==> src/rtl/sonar_rx_quadro_pkg.sv <==
// Shared constants for the sonar serial receiver: ASCII symbols of the
// "AAA,DDDD#" frame, FSM encodings and the bit-period derivation.
package sonar_rx_pkg;

  localparam logic [7:0] ASCII_0       = 8'h30;
  localparam logic [7:0] ASCII_9       = 8'h39;
  localparam logic [7:0] ASCII_VIRGULA = 8'h2C;
  localparam logic [7:0] ASCII_FIM     = 8'h23;

  typedef enum logic [3:0] {
    INICIAL          = 4'h0,
    RECEBE_ANGULO    = 4'h1,
    RECEBE_VIRGULA   = 4'h2,
    RECEBE_DISTANCIA = 4'h3,
    RECEBE_FIM       = 4'h4,
    VALIDO           = 4'h5,
    SINCRONIZA       = 4'hE
  } estado_t;

  typedef enum logic [1:0] {
    RX_IDLE  = 2'd0,
    RX_START = 2'd1,
    RX_DATA  = 2'd2,
    RX_STOP  = 2'd3
  } rx_estado_t;

  function automatic int calc_div(input int clk_hz, input int baud);
    return clk_hz / baud;
  endfunction

endpackage

==> src/rtl/sonar_rx_quadro_uart_rx_byte.sv <==
// 8N1 byte deserializer: 2-FF synchronizer, mid-bit sampling timer and
// shift register; reports good bytes and stop-bit errors as 1-cycle pulses.
module uart_rx_byte
  import sonar_rx_pkg::*;
#(
  parameter int CLK_HZ = 50000000,
  parameter int BAUD   = 115200
) (
  input  logic       clock,
  input  logic       reset,
  input  logic       rx,
  output logic [7:0] dado,
  output logic       byte_pronto,
  output logic       erro_byte
);

  localparam int          DIV     = calc_div(CLK_HZ, BAUD);
  localparam logic [15:0] DIV_M1  = 16'(DIV - 1);
  localparam logic [15:0] HALF_M1 = 16'(DIV / 2 - 1);

  rx_estado_t  estado_q, estado_d;
  logic [15:0] cnt_q, cnt_d;
  logic [2:0]  idx_q, idx_d;
  logic [7:0]  shift_q, shift_d;
  logic        byte_pronto_q, byte_pronto_d;
  logic        erro_byte_q, erro_byte_d;
  logic        rx_meta_q, rx_sync_q, rx_prev_q;

  always_ff @(posedge clock or negedge reset) begin
    if (!reset) begin
      rx_meta_q     <= 1'b1;
      rx_sync_q     <= 1'b1;
      rx_prev_q     <= 1'b1;
      estado_q      <= RX_IDLE;
      cnt_q         <= '0;
      idx_q         <= '0;
      shift_q       <= '0;
      byte_pronto_q <= 1'b0;
      erro_byte_q   <= 1'b0;
    end else begin
      rx_meta_q     <= rx;
      rx_sync_q     <= rx_meta_q;
      rx_prev_q     <= rx_sync_q;
      estado_q      <= estado_d;
      cnt_q         <= cnt_d;
      idx_q         <= idx_d;
      shift_q       <= shift_d;
      byte_pronto_q <= byte_pronto_d;
      erro_byte_q   <= erro_byte_d;
    end
  end

  always_comb begin
    estado_d      = estado_q;
    cnt_d         = cnt_q;
    idx_d         = idx_q;
    shift_d       = shift_q;
    byte_pronto_d = 1'b0;
    erro_byte_d   = 1'b0;
    case (estado_q)
      RX_IDLE: begin
        cnt_d = '0;
        idx_d = '0;
        if (rx_prev_q && !rx_sync_q) estado_d = RX_START;
      end
      RX_START: begin
        // A line back high at mid-start was only a glitch.
        if (cnt_q == HALF_M1) begin
          cnt_d    = '0;
          estado_d = rx_sync_q ? RX_IDLE : RX_DATA;
        end else begin
          cnt_d = cnt_q + 16'd1;
        end
      end
      RX_DATA: begin
        if (cnt_q == DIV_M1) begin
          cnt_d   = '0;
          shift_d = {rx_sync_q, shift_q[7:1]};
          idx_d   = idx_q + 3'd1;
          if (idx_q == 3'd7) estado_d = RX_STOP;
        end else begin
          cnt_d = cnt_q + 16'd1;
        end
      end
      RX_STOP: begin
        if (cnt_q == DIV_M1) begin
          cnt_d         = '0;
          estado_d      = RX_IDLE;
          byte_pronto_d = rx_sync_q;
          erro_byte_d   = !rx_sync_q;
        end else begin
          cnt_d = cnt_q + 16'd1;
        end
      end
      default: estado_d = RX_IDLE;
    endcase
  end

  assign dado        = shift_q;
  assign byte_pronto = byte_pronto_q;
  assign erro_byte   = erro_byte_q;

endmodule

==> src/rtl/sonar_rx_quadro.sv <==
// Sonar link receiver: parses "AAA,DDDD#" into BCD angle/distance, pulses on
// good and malformed frames, and resynchronizes on the '#' terminator.
module sonar_rx_quadro
  import sonar_rx_pkg::*;
#(
  parameter int CLK_HZ = 50000000,
  parameter int BAUD   = 115200
) (
  input  logic        clock,
  input  logic        reset,
  input  logic        habilita,
  input  logic        rx,
  output logic [11:0] angulo,
  output logic [15:0] distancia,
  output logic        quadro_pronto,
  output logic        erro_quadro,
  output logic [3:0]  db_estado
);

  logic [7:0] dado;
  logic       byte_pronto, erro_byte;

  uart_rx_byte #(.CLK_HZ(CLK_HZ), .BAUD(BAUD)) u_rx (
    .clock       (clock),
    .reset       (reset),
    .rx          (rx),
    .dado        (dado),
    .byte_pronto (byte_pronto),
    .erro_byte   (erro_byte)
  );

  estado_t     estado_q, estado_d;
  logic [1:0]  idx_q, idx_d;
  logic [11:0] ang_sh_q, ang_sh_d, angulo_q, angulo_d;
  logic [15:0] dist_sh_q, dist_sh_d, distancia_q, distancia_d;
  logic        quadro_pronto_q, quadro_pronto_d;
  logic        erro_quadro_q, erro_quadro_d;
  logic        is_digit, is_fim, aceito;
  logic [3:0]  nib;

  always_ff @(posedge clock or negedge reset) begin
    if (!reset) begin
      estado_q        <= INICIAL;
      idx_q           <= '0;
      ang_sh_q        <= '0;
      dist_sh_q       <= '0;
      angulo_q        <= '0;
      distancia_q     <= '0;
      quadro_pronto_q <= 1'b0;
      erro_quadro_q   <= 1'b0;
    end else begin
      estado_q        <= estado_d;
      idx_q           <= idx_d;
      ang_sh_q        <= ang_sh_d;
      dist_sh_q       <= dist_sh_d;
      angulo_q        <= angulo_d;
      distancia_q     <= distancia_d;
      quadro_pronto_q <= quadro_pronto_d;
      erro_quadro_q   <= erro_quadro_d;
    end
  end

  always_comb begin
    estado_d        = estado_q;
    idx_d           = idx_q;
    ang_sh_d        = ang_sh_q;
    dist_sh_d       = dist_sh_q;
    angulo_d        = angulo_q;
    distancia_d     = distancia_q;
    quadro_pronto_d = 1'b0;
    erro_quadro_d   = 1'b0;
    aceito          = 1'b0;
    is_digit        = (dado >= ASCII_0) && (dado <= ASCII_9);
    is_fim          = (dado == ASCII_FIM);
    nib             = 4'(dado - ASCII_0);
    if (!habilita) begin
      estado_d = INICIAL;
    end else begin
      case (estado_q)
        INICIAL: begin
          if (byte_pronto) begin
            if (is_digit) begin
              ang_sh_d[11:8] = nib;
              idx_d          = 2'd1;
              estado_d       = RECEBE_ANGULO;
            end else if (!is_fim) begin
              estado_d = SINCRONIZA;
            end
          end
        end
        SINCRONIZA: begin
          if (byte_pronto && is_fim) estado_d = INICIAL;
        end
        VALIDO: begin
          if (erro_byte) begin
            erro_quadro_d = 1'b1;
            estado_d      = SINCRONIZA;
          end else begin
            estado_d = INICIAL;
          end
        end
        default: begin
          if (erro_byte) begin
            erro_quadro_d = 1'b1;
            estado_d      = SINCRONIZA;
          end else if (byte_pronto) begin
            case (estado_q)
              RECEBE_ANGULO: if (is_digit) begin
                aceito = 1'b1;
                if (idx_q == 2'd1) ang_sh_d[7:4] = nib;
                else               ang_sh_d[3:0] = nib;
                idx_d = idx_q + 2'd1;
                if (idx_q == 2'd2) estado_d = RECEBE_VIRGULA;
              end
              RECEBE_VIRGULA: if (dado == ASCII_VIRGULA) begin
                aceito   = 1'b1;
                idx_d    = 2'd0;
                estado_d = RECEBE_DISTANCIA;
              end
              RECEBE_DISTANCIA: if (is_digit) begin
                aceito = 1'b1;
                case (idx_q)
                  2'd0:    dist_sh_d[15:12] = nib;
                  2'd1:    dist_sh_d[11:8]  = nib;
                  2'd2:    dist_sh_d[7:4]   = nib;
                  default: dist_sh_d[3:0]   = nib;
                endcase
                idx_d = idx_q + 2'd1;
                if (idx_q == 2'd3) estado_d = RECEBE_FIM;
              end
              RECEBE_FIM: if (is_fim) begin
                // Outputs load as VALIDO is entered, so the pulse and data align.
                aceito          = 1'b1;
                angulo_d        = ang_sh_q;
                distancia_d     = dist_sh_q;
                quadro_pronto_d = 1'b1;
                estado_d        = VALIDO;
              end
              default: aceito = 1'b0;
            endcase
            // A stray '#' already ended the frame, so no resync is needed.
            if (!aceito) begin
              erro_quadro_d = 1'b1;
              estado_d      = is_fim ? INICIAL : SINCRONIZA;
            end
          end
        end
      endcase
    end
  end

  assign angulo        = angulo_q;
  assign distancia     = distancia_q;
  assign quadro_pronto = quadro_pronto_q;
  assign erro_quadro   = erro_quadro_q;
  assign db_estado     = estado_q;

endmodule
==> config.mk <==
export PLATFORM = sky130hd
export DESIGN_NAME = sonar_rx_quadro
export DESIGN_NICKNAME = d
export VERILOG_FILES = /design/src/rtl/sonar_rx_quadro_pkg.sv /design/src/rtl/sonar_rx_quadro_uart_rx_byte.sv /design/src/rtl/sonar_rx_quadro.sv
export SDC_FILE = /design/constraint.sdc
export NUM_CORES = 1
export LEC_CHECK = 0
export BUFFER_PORTS_ARGS = -buffer_cell sky130_fd_sc_hd__buf_2
export CAP_MARGIN = 40
export CORE_ASPECT_RATIO = 1.5
export CORE_UTILIZATION = 60
export DETAILED_ROUTE_END_ITERATION = 10
export PLACE_DENSITY = 0.87
export SYNTH_ARGS = -nofsm -noshare
export SYNTH_HDL_FRONTEND = slang
export SYNTH_HIERARCHICAL = 1
export SYNTH_SLANG_ARGS = --single-unit
export TNS_END_PERCENT = 10
==> constraint.sdc <==
create_clock -name clock -period 4.5 [get_ports clock]
set_input_delay 0.675 -clock clock [delete_from_list [all_inputs] [get_ports clock]]
set_output_delay 0.675 -clock clock [all_outputs]
set_load 0.005 [all_outputs]
==> results.md <==
- CTS max path bufs: 2
- Total GRT Usage: 23.9%
- CTS sink count: 98
- Initial antenna violation count: 0
- Die extent in x: 74.1 um
- Worst Setup Path Type: reg2reg
- Clk root buf: clkbuf_16
- RD Place Congestion: 0.932
- Port bufs: 37
- Final max-slew violation count: 0
- Post-CTS Resized: 0
- Most common cell after layout, fill and taps aside: dfrtp_1
- Post-synth EDFFs: 0
- Die area: 8160 um^2
- H-tree levels: 3
- Fin util: 68.6%
- Fmax: 377 MHz
- Worst hold-check path type: in2async
- P per Cell Area: 380 nW/um^2
- Initial Util: 61.8%
- Synthesis-to-finish area growth: 10.9%
- Num CTS Buffers: 9
- Slew of the pin with the lowest slew margin: ~0.89 ns
- Final setup skew: between 0.006 and 0.007 ns
- Async set-reset flop share out of synthesis: 100%
- Number of global-route vias before repair: roughly 3100
- Final hold violations: 0
- Row cnt: 39
- Drt wl/cell: around 17 um
- Core box area: ~7600 um^2
- Quantity of hold-fixing buffers added after cts: 0
- Share of cells above drive strength 1: 32.4%
- Dpl hpwl: 6140 um
- Antenna diodes: 0
- Final setup margin: 1.84 ns
- Ports: 38
- Synth unique cells: 62
- Fin crit share: 59.0%
- Flops & latches, synth: 98
- CP Launch Type: flip-flop
- Yosys warning count: 6
- CTS tree: done
- Ys flop type: dfrtp_1
- Worst VDD drop: 0.231 mV
- Cells after Synth: 374
- Maxcap violations: 0
- Drt total wl: roughly 9000 um
- Period minus WS final: 2.66 ns
- Rel. slew slack: 40.4%
- Final antenna-violating net count: 0
- Unrepaired setup endpoints after global routing: false
- Clock transition at path regs: 0.07 ns
- Status: finished clean
- Dpl ws: 1.87 ns
- DR vias/cell: about 6
- Post-CTS setup buffers: 0
- Register area share after synthesis: between 50% and 60%
- Die height: around 110 um
- Critical Path Sink Type: flip-flop
- CP Data Arrival Time: 2.88 ns
- DRC viols: 0
- Static leakage: 2.59 nW
- Final std cells w/o fill: roughly 500
- DR vias: 3062
- Final net count: 420
- # setup viols final: 0
- # placed instances: 497
- Most frequent cells in the layout: dfrtp_1 (95), mux2_2 (42), buf_2 (36)
- Design area: 5190 um^2
- Cell Area, Synth: 4680 um^2
- Syn avg cell area: 12.5 um^2
- Post-route setup TNS: 0 ns
- Post-Syn Nets: 388
- Max Fanout on Critical Path: 9
- Dpl cell area: 4900 um^2
- Initial DRC Count: 216
- Grt ovf: 0
- Req. time, crit path: 4.72 ns
- TritonRoute pass-1 iters: 4
- Largest net degree at the start of global routing: 59
- First-pass GRT wire length: 14600 um
- Worst-skew pair later-pin latency: 0.34 ns
-- worst max-delay path: stages, from the launching register on --
cell and delay (ns):
dfrtp_1 0.45, or4_4 0.57, or4_4 0.58, a2bb2oi_1 0.59
buf_4 0.29, nor2_1 0.07
-- area by class of cell --
| class | instances | area (um^2) |
|---|---|---|
| Fill cell | 544 | 2380 |
| Clock buffer | 11 | 243 |
| Timing Repair Buffer | 40 | 210 |
| Tap cell | 102 | 128 |
| Clock inverter | 5 | 38.8 |
| Multi-Input combinational cell | 246 | 2070 |
| Inverter | 11 | 41.3 |
| Sequential cell | 98 | 2460 |
-- flip-flops by register name, summed over array words and instances, names as in the netlist, 2 cells and up, named ones only --
signal	cells
db_estado	4
u_rx/idx_q	3
dist_sh_q	16
angulo	12
ang_sh_q	12
distancia	16
u_rx/dado	8
u_rx/cnt_q	16
idx_q	2
-- per-stage QoR --
stage	power, mW	hold WS [ns]
6_report	1.97	0.311
5_1_grt	2.06	0.351
4_1_cts	1.98	0.317
3_5_place_dp	1.27	0.353
3_3_place_gp	1.25	0.346
2_1_floorplan	1.19	0.345
-- logic make-up after synthesis --
group | share of synthesized area (%)
flip-flops | 52.5
buffers and inverters | 3.21
AND/OR/NAND/NOR | 14.3
adder cells (fa/ha/maj) | 2.68
XOR/XNOR | 2.62
multiplexers | 17.9
AO/OA/AOI/OAI | 6.74
-- final timing paths --
| check | from | endpoint | slack, ns | cells after the start |
|---|---|---|---|---|
| worst min-delay path | reset | distancia[4]$_DFFE_PN0P_ | 0.31 | 1 |
| worst max-delay path | u_rx/cnt_q[10]$_DFF_PN0_ | u_rx/cnt_q[10]$_DFF_PN0_ | 1.84 | 5 |
| max in group asynchronous | reset | idx_q[1]$_DFFE_PN0P_ | 3.05 | 2 |
| min in group clock | u_rx/rx_meta_q$_DFF_PN1_ | u_rx/rx_sync_q$_DFF_PN1_ | 0.37 | 0 |
| worst max register to register | u_rx/cnt_q[10]$_DFF_PN0_ | u_rx/cnt_q[10]$_DFF_PN0_ | 1.84 | 5 |
| worst min register to register | u_rx/rx_meta_q$_DFF_PN1_ | u_rx/rx_sync_q$_DFF_PN1_ | 0.37 | 0 |
-- power breakdown --
part | total [mW] | switching [mW] | internal [mW]
clock | 0.717 | 0.324 | 0.393
sequential | 0.993 | 0.0771 | 0.916
combinational | 0.262 | 0.145 | 0.117
-- cells in the mapped netlist (4+ instances only) --
| cell type | instances | area [um^2] |
|---|---|---|
| a21oi_1 | 8 | 40.0 |
| buf_2 | 6 | 30.0 |
| clkbuf_1 | 8 | 30.0 |
| dfrtp_1 | 95 | 2380 |
| ha_1 | 10 | 125 |
| inv_1 | 11 | 41.3 |
| mux2_1 | 7 | 78.8 |
| mux2_2 | 42 | 473 |
| mux2_4 | 17 | 255 |
| nand2_1 | 19 | 71.3 |
| nand3_1 | 13 | 65.1 |
| nand4_1 | 5 | 31.3 |
| nand4b_1 | 4 | 35.0 |
| nor2_1 | 28 | 105 |
| nor3_1 | 9 | 45.0 |
| nor4_1 | 7 | 43.8 |
| o21ai_0 | 10 | 50.1 |
| xnor2_1 | 11 | 96.3 |
-- layer usage --
| layer | track usage, % | up-vias | routed length [um] |
|---|---|---|---|
| met5 | 0 | - | 0 |
| met4 | 8.24 | 0 | 145 |
| met3 | 4.55 | 17 | 220 |
| met2 | 44.4 | 61 | 4980 |
| met1 | 26.8 | 1567 | 3620 |
| li1 | - | 1417 | - |
No activity file was read; power rests on OpenSTA's default activity.
